`src/rtl/macro_fetch_pkg.sv`:
```
// Shared definitions for the macroinstruction fetch unit: FSM states,
// address widths and the byte/halfword select encodings.
package macro_fetch_pkg;

    localparam int LC_W = 26;
    localparam int WA_W = LC_W - 2;

    typedef enum logic [1:0] {
        ST_EMPTY = 2'd0,
        ST_REQ   = 2'd1,
        ST_FULL  = 2'd2,
        ST_ERR   = 2'd3
    } fetch_state_t;

    localparam logic SEL_HALF = 1'b0;
    localparam logic SEL_BYTE = 1'b1;

endpackage

```
`src/rtl/macro_fetch_isel.sv`:
```
// Combinational extraction of the current macroinstruction from the
// buffered 32-bit word, in halfword or zero-extended byte form.
module macro_isel
    import macro_fetch_pkg::*;
(
    input  logic [31:0] word,
    input  logic [1:0]  sel,
    input  logic        byte_mode,
    output logic [15:0] inst
);

    always_comb begin
        inst = '0;
        if (byte_mode == SEL_BYTE) begin
            case (sel)
                2'd0:    inst = {8'b0, word[7:0]};
                2'd1:    inst = {8'b0, word[15:8]};
                2'd2:    inst = {8'b0, word[23:16]};
                default: inst = {8'b0, word[31:24]};
            endcase
        end else begin
            inst = sel[1] ? word[31:16] : word[15:0];
        end
    end

endmodule

```
`src/rtl/macro_fetch.sv`:
```
// Single-word macroinstruction fetch buffer: holds the word covering lc and
// requests a new one from memory whenever lc leaves it.
module macro_fetch #(
    parameter int LC_W = macro_fetch_pkg::LC_W
) (
    input  logic              clk,
    input  logic              reset,
    input  logic [LC_W-1:0]   lc,
    input  logic              lc_byte_mode,
    input  logic              lc_load,
    output logic              mem_req,
    output logic [LC_W-3:0]   mem_addr,
    input  logic              mem_ack,
    input  logic [31:0]       mem_data,
    input  logic              mem_err,
    output logic              needfetch,
    output logic [15:0]       inst,
    output logic              inst_valid,
    output logic              fetch_err
);

    import macro_fetch_pkg::*;

    localparam int TAG_W = LC_W - 2;

    fetch_state_t     state;
    logic [31:0]      wbuf;
    logic [TAG_W-1:0] wtag;
    logic [TAG_W-1:0] rtag;
    logic             wvalid;
    logic             stale;
    logic [TAG_W-1:0] lc_tag;

    assign lc_tag     = lc[LC_W-1:2];
    assign needfetch  = !wvalid || (wtag != lc_tag);
    assign inst_valid = wvalid && !needfetch && (state != ST_ERR);
    assign mem_addr   = rtag;

    macro_isel u_isel (
        .word      (wbuf),
        .sel       (lc[1:0]),
        .byte_mode (lc_byte_mode),
        .inst      (inst)
    );

    always_ff @(posedge clk) begin
        if (reset) begin
            state     <= ST_EMPTY;
            mem_req   <= 1'b0;
            wvalid    <= 1'b0;
            stale     <= 1'b0;
            fetch_err <= 1'b0;
            wbuf      <= '0;
            wtag      <= '0;
            rtag      <= '0;
        end else begin
            case (state)
                ST_EMPTY: begin
                    if (needfetch && !lc_load) begin
                        state   <= ST_REQ;
                        mem_req <= 1'b1;
                        rtag    <= lc_tag;
                        stale   <= 1'b0;
                    end
                end

                // The request stays up until acked; an lc_load only marks
                // the returning word as unusable.
                ST_REQ: begin
                    if (mem_ack) begin
                        mem_req <= 1'b0;
                        if (stale || lc_load) begin
                            wvalid <= 1'b0;
                            state  <= ST_EMPTY;
                        end else if (mem_err) begin
                            fetch_err <= 1'b1;
                            wvalid    <= 1'b0;
                            state     <= ST_ERR;
                        end else begin
                            wbuf   <= mem_data;
                            wtag   <= rtag;
                            wvalid <= 1'b1;
                            state  <= ST_FULL;
                        end
                    end else if (lc_load) begin
                        stale <= 1'b1;
                    end
                end

                // Old word stays valid while the replacement is in flight.
                ST_FULL: begin
                    if (lc_load) begin
                        wvalid <= 1'b0;
                        state  <= ST_EMPTY;
                    end else if (needfetch) begin
                        state   <= ST_REQ;
                        mem_req <= 1'b1;
                        rtag    <= lc_tag;
                        stale   <= 1'b0;
                    end
                end

                default: begin
                    if (lc_load) begin
                        fetch_err <= 1'b0;
                        wvalid    <= 1'b0;
                        state     <= ST_EMPTY;
                    end
                end
            endcase
        end
    end

endmodule

```
`config.mk`:
```
export PLATFORM = sky130hd
export DESIGN_NAME = macro_fetch
export DESIGN_NICKNAME = d
export VERILOG_FILES = /design/src/rtl/macro_fetch_pkg.sv /design/src/rtl/macro_fetch_isel.sv /design/src/rtl/macro_fetch.sv
export SDC_FILE = /design/constraint.sdc
export NUM_CORES = 1
export LEC_CHECK = 0
export BUFFER_PORTS_ARGS = -buffer_cell sky130_fd_sc_hd__buf_4
export CELL_PAD_IN_SITES_DETAIL_PLACEMENT = 1
export CELL_PAD_IN_SITES_GLOBAL_PLACEMENT = 1
export CORE_MARGIN = 5
export CORE_UTILIZATION = 39
export CTS_CLUSTER_DIAMETER = 200
export DETAILED_ROUTE_END_ITERATION = 10
export PLACE_DENSITY = 0.9
export SETUP_SLACK_MARGIN = 0.3
export SLEW_MARGIN = 20
export SYNTH_ARGS = -nofsm -noshare
export SYNTH_HDL_FRONTEND = slang
export SYNTH_SLANG_ARGS = --single-unit
```
`constraint.sdc`:
```
create_clock -name clk -period 2.68 [get_ports clk]
set_input_delay 0.402 -clock clk [delete_from_list [all_inputs] [get_ports clk]]
set_output_delay 0.402 -clock clk [all_outputs]
set_load 0.05 [all_outputs]
```
-- Yosys cells after proc, flatten, opt, wreduce, memory -nomap -nowiden
Index checks and enable logic that the tools add are counted.
- eq/ne operators: 15
- multiplexer cells: 35
- reductions and logical operators: 22
- bitwise logic cells: 4
- operators by type and width (operator ; count):
    24-bit 2-to-1 mux ; 3
    24-bit case mux with 2 select lines ; 1
    16-bit 2-to-1 mux ; 2
    24-bit inequality test ; 1
    8-bit case mux with 3 select lines ; 1
    2-bit inequality test, second input constant ; 9
    1-bit 2-to-1 mux ; 17
    2-bit 2-to-1 mux ; 6
    4-bit AND reduction ; 3
    5-bit AND reduction ; 2
    1-bit case mux with 3 select lines ; 2
    2-bit case mux with 3 select lines ; 1
    6-bit AND reduction ; 1
    2-bit by 1-bit equality test with 1-bit output, second input constant ; 2
    2-bit equality test, second input constant ; 2
    2-bit zero test ; 2
    1-bit NOT ; 4
    1-bit case mux with 2 select lines ; 2
    2-bit nonzero test ; 2
    4-bit nonzero test ; 1
    1-bit logical AND ; 3
    1-bit zero test ; 3
    3-bit inequality test, second input constant ; 1
    3-bit AND reduction ; 1
    other kinds (3) ; 4
- output and inout bits: 44
- word-level logic and storage cells: 84
- register bits after elaboration: 86
- bits of input ports: 64

-- Depth between registers and ports, before layout
- depth after elaboration: 5
- depth in mapped cells: 8
- gate-level depth less buffers: 7

-- By module
From an unflattened synthesis, not the netlist that was laid out.
- cells, all modules: 446
- area total of the unflattened synthesis: 3863.7 um^2
- by module, submodules not included (module ; area an instance (um^2) ; sequential area each (um^2) ; times used ; cells an instance):
    macro_fetch ; 3500.9 ; 1721.7 ; 1 ; 410
    macro_isel ; 362.8 ; 0.0 ; 1 ; 36

-- Least setup slack after synthesis
No wires, ideal clock.
- path type: input -> output
- from: input lc[24]
- to: output inst_valid
- stages: 5
- setup slack: -0.132 ns
- arrival time: 2.410 ns
- path buffers: 0
- required time: 2.278 ns
- cell sequence: xnor2_1 nand3_2 nor4_4 nand3_1 nor2_1
- cells in the longest elaborated chain, start to end: 5
- RTL lines (what ; line ; RTL):
    start, declared ; macro_fetch.sv:8 ; input logic [LC_W-1:0] lc,
    24-bit inequality test ; macro_fetch.sv:35 ; assign needfetch = !wvalid || (wtag != lc_tag);
    1-bit logical OR ; macro_fetch.sv:35 ;
    via needfetch ; macro_fetch.sv:16 ; output logic needfetch,
    1-bit zero test ; macro_fetch.sv:36 ; assign inst_valid = wvalid && !needfetch && (state != ST_ERR);
    1-bit logical AND (2 in a row) ; macro_fetch.sv:36 ;
    end, declared ; macro_fetch.sv:18 ; output logic inst_valid,
The timed path passes the listed nets, and every way through them passes these cells.

-- Worst setup path after layout
- from: register wtag[5]
- to: output inst_valid
- cells in the longest elaborated chain, start to end: 5
- RTL lines (what ; line ; RTL):
    start, declared ; macro_fetch.sv:28 ; logic [TAG_W-1:0] wtag;
    start signal, assigned ; macro_fetch.sv:81 ; wtag <= rtag;
    24-bit inequality test ; macro_fetch.sv:35 ;
    1-bit logical OR ; macro_fetch.sv:35 ;
    1-bit zero test ; macro_fetch.sv:36 ;
    1-bit logical AND (2 in a row) ; macro_fetch.sv:36 ;
No other way between the ends.

==> impl_metrics.toml <==
[critical_path]
critPathRequiredTime_ns = 2.28
critical_path_class = "register to output port"
endpoint_kind = "output port"
max_stage_delay_ns = 0.43
cp_max_fo = 2
path_cells = "xnor2_1 -> nand4_1 -> nor4_4 -> nand3_2 -> nor2_4 -> buf_6"
cp_slowest_cell = "nor4_4"
critPathLaunchType = "register"
cp.arrival_ns = 1.94

[die]
die_area_sq_mm = 0.0126
core_sq_mm = 0.0102
io_pins = 108
initial_utilization = 0.397
die-width_um = 112
fp-row-count = 37
die_y_um = 112

[clock_tree]
cts_hold_buf = 0
cts.path.max_buffers = 2
clk_pin_slew_ns = 0.10
htree_levels = 3
root_buffer = "clkbuf_8"
numCtsBuffers = 9
cts_sinks = 86
cts_tree = "done"
worstSkewPairLatency_ns = 0.35

[timing]
rsz0062_at_grt = "yes"
drv_slew = 0
hold_viol = 0
fin_crit_sh = 0.875
period_needed_ns = 2.34
relSlewSlack = 0.548
tns_ns = 0
skew_ns = 0.0160
worst_slew_pin_slew_ns = 0.678
setup_viol = 0
max_freq_ghz = 0.426

[logic_synthesis]
syn_inst = 468
synth-edff-count = 0
syn-cell-area_sq_mm = 0.00407
yosysTopAreaCellShare = 0.423
ys_seq_area_frac = 0.423
ys_ff_latch = 86
syn_area_per_cell_sq_um = 8.69
synth_nets = 537
synth_cell_types = 38
async_flop_share = 0
ys.flop_type = "dfxtp_1"
yosysWarnings = 0
netlist_top_cells_area = "dfxtp_1, nand2_1, mux2i_1, nand2b_1, a21oi_1"
synth_top_area_cell = "dfxtp_1"

[placed_design]
hpwl_um = 8620
gp_congestion = 0.789
port_buffers = 107
dpl_cell_area_sq_mm = 0.00500

[power_and_ir_drop]
p_sw_frac = 0.354
pwr-share-comb = 0.316
p_per_area_mw_per_mm2 = 663
p_leak_nw = 2.09
p_sw_mw = 1.25
p_int_mw = 2.27
vdd.ir_drop.worst_mv = 0.301
clkPwrFrac = 0.266
seqPwrFrac = 0.418

[drt]
via_per_inst = 5.04
postRouteAntennaNets = 0
drt_wl_total_um = 12100
drc = 0
drt_pass1_iterations = 4
wire_per_inst_um = 17.0
drt_iter0_drc = 194
vias = 3581

[global_routing]
grt_max_degree = 82
antenna_found_initial = 0
grt_use_total = 0.191
grt_pass1_vias = 4046
grt.overflow.total = 0
grt_pass1_wl_um = 19800

[final_layout]
diodes = 0
nets = 638
drive_gt1_frac = 0.280
stdcell_area_sq_mm = 0.00530
fillers = 1228
synthToLayoutAreaGrowth_pct = 30.4

[worst_hold_path]
hold_path_class = "input port to register"

[flow_run]
timing.max_cap.violations = 0

[run_status]
status = "finished, final reports clean"
power groups by stage:
stage | Combinational [mW] | Sequential (mW) | Clock (mW)
2_1_floorplan | 0.489 | 1.71 | 0
3_3_place_gp | 1.02 | 1.49 | 0
3_5_place_dp | 1.05 | 1.50 | 0
4_1_cts | 1.05 | 1.47 | 0.958
5_1_grt | 1.19 | 1.49 | 1.01
6_report | 1.11 | 1.47 | 0.934
critical path, delay by kind of cell (launching register included):
family                    cells  cell delay [ns]
xor gates and xnor gates      1             0.16
buffers and inverters         1             0.16
DFF                           1             0.34
and+or+nand+nor               4             0.95
final timing paths:
path                                       startpoint                    end  slack (ns)  cells after the start
worst max-delay path             wtag[5]$_SDFFE_PP0P_             inst_valid        0.34                      6
worst min register to register  wbuf[20]$_SDFFE_PP0P_  wbuf[20]$_SDFFE_PP0P_        0.47                      2
worst min-delay path                     mem_data[27]  wbuf[27]$_SDFFE_PP0P_        0.29                      3
worst max register to register  state[1]$_SDFFE_PP0P_  wtag[12]$_SDFFE_PP0P_        0.49                      7
cell usage in the layout (no fill, tap or decap), types with 3 or more instances in the layout:
master    instances
mux2i_1          34
buf_12            4
ha_1              5
nand4_1           3
nand2_1         117
xor2_1            4
dfxtp_2           4
xnor2_2           3
xnor2_1          17
nand2b_1         51
dfxtp_1          82
mux4_2            8
buf_4           115
a21oi_1          58
inv_6             3
clkbuf_8          9
nor2_1           17
inv_1             5
per-layer routing:
metal  vias up  global-route usage  wire length, um  share of wire
met2        72               0.342             6160           0.51
met4         0              0.0825              422          0.035
li1       1756                   -                -              -
met1      1721               0.225             5150           0.43
met3        32              0.0302              355          0.029
met5         -                   0                0              0
what timing repair did:
item	CTS	global route
pin swaps	2	9
gates resized for setup	0	9
setup buffers	1	7
endpoints found under the setup margin	4	13
cell usage after synthesis, drive strengths merged, types with 3 or more instances:
cell / n
xnor2: 20
inv: 5
a21oi: 58
nor4: 3
dfxtp: 86
nor2: 19
nand2b: 51
ha: 5
xor2: 4
nand4: 4
mux4: 8
buf: 9
mux2i: 34
clkbuf: 21
nand2: 117
cell type report:
| cell class | count | area, sq um | share of cell area |
|---|---|---|---|
| Timing Repair Buffer | 120 | 955 | 0.180 |
| Tap cell | 136 | 170 | 0.0321 |
| Clock buffer | 10 | 128 | 0.0241 |
| Sequential cell | 86 | 1730 | 0.326 |
| Inverter | 5 | 18.8 | 0.00354 |
| Clock inverter | 6 | 68.8 | 0.0130 |
| Multi-Input combinational cell | 347 | 2230 | 0.422 |
kinds of logic (layout without fill, tap and decap cells):
group | Yosys count | after routing | share of synthesized area
AND/OR/NAND/NOR | 204 | 204 | 0.241
AO/OA/AOI/OAI | 71 | 71 | 0.100
buffers and inverters | 35 | 141 | 0.0382
adder cells (fa/ha/maj) | 5 | 5 | 0.0154
multiplexers | 43 | 43 | 0.131
flip-flops | 86 | 86 | 0.423
XOR/XNOR | 24 | 24 | 0.0517
per-stage QoR:
stage           util  hold slack, ns  total power, mW  setup WS, ns  std cells
6_report       0.518           0.286             3.51         0.335        710
5_1_grt        0.518           0.286             3.69         0.252        710
4_1_cts        0.508           0.273             3.48         0.340        703
3_5_place_dp   0.489           0.451             2.55         0.247        686
3_3_place_gp   0.489           0.440             2.51         0.337        686
2_1_floorplan      -           0.433             2.20         0.424        468
state kept, by name, indices dropped and copies added (netlist names):
| signal | cells |
|---|---|
| mem_req | 1 |
| stale | 1 |
| mem_addr | 24 |
| state | 2 |
| wvalid | 1 |
| wbuf | 32 |
| fetch_err | 1 |
| wtag | 24 |
(Power assumes the default switching activity.)
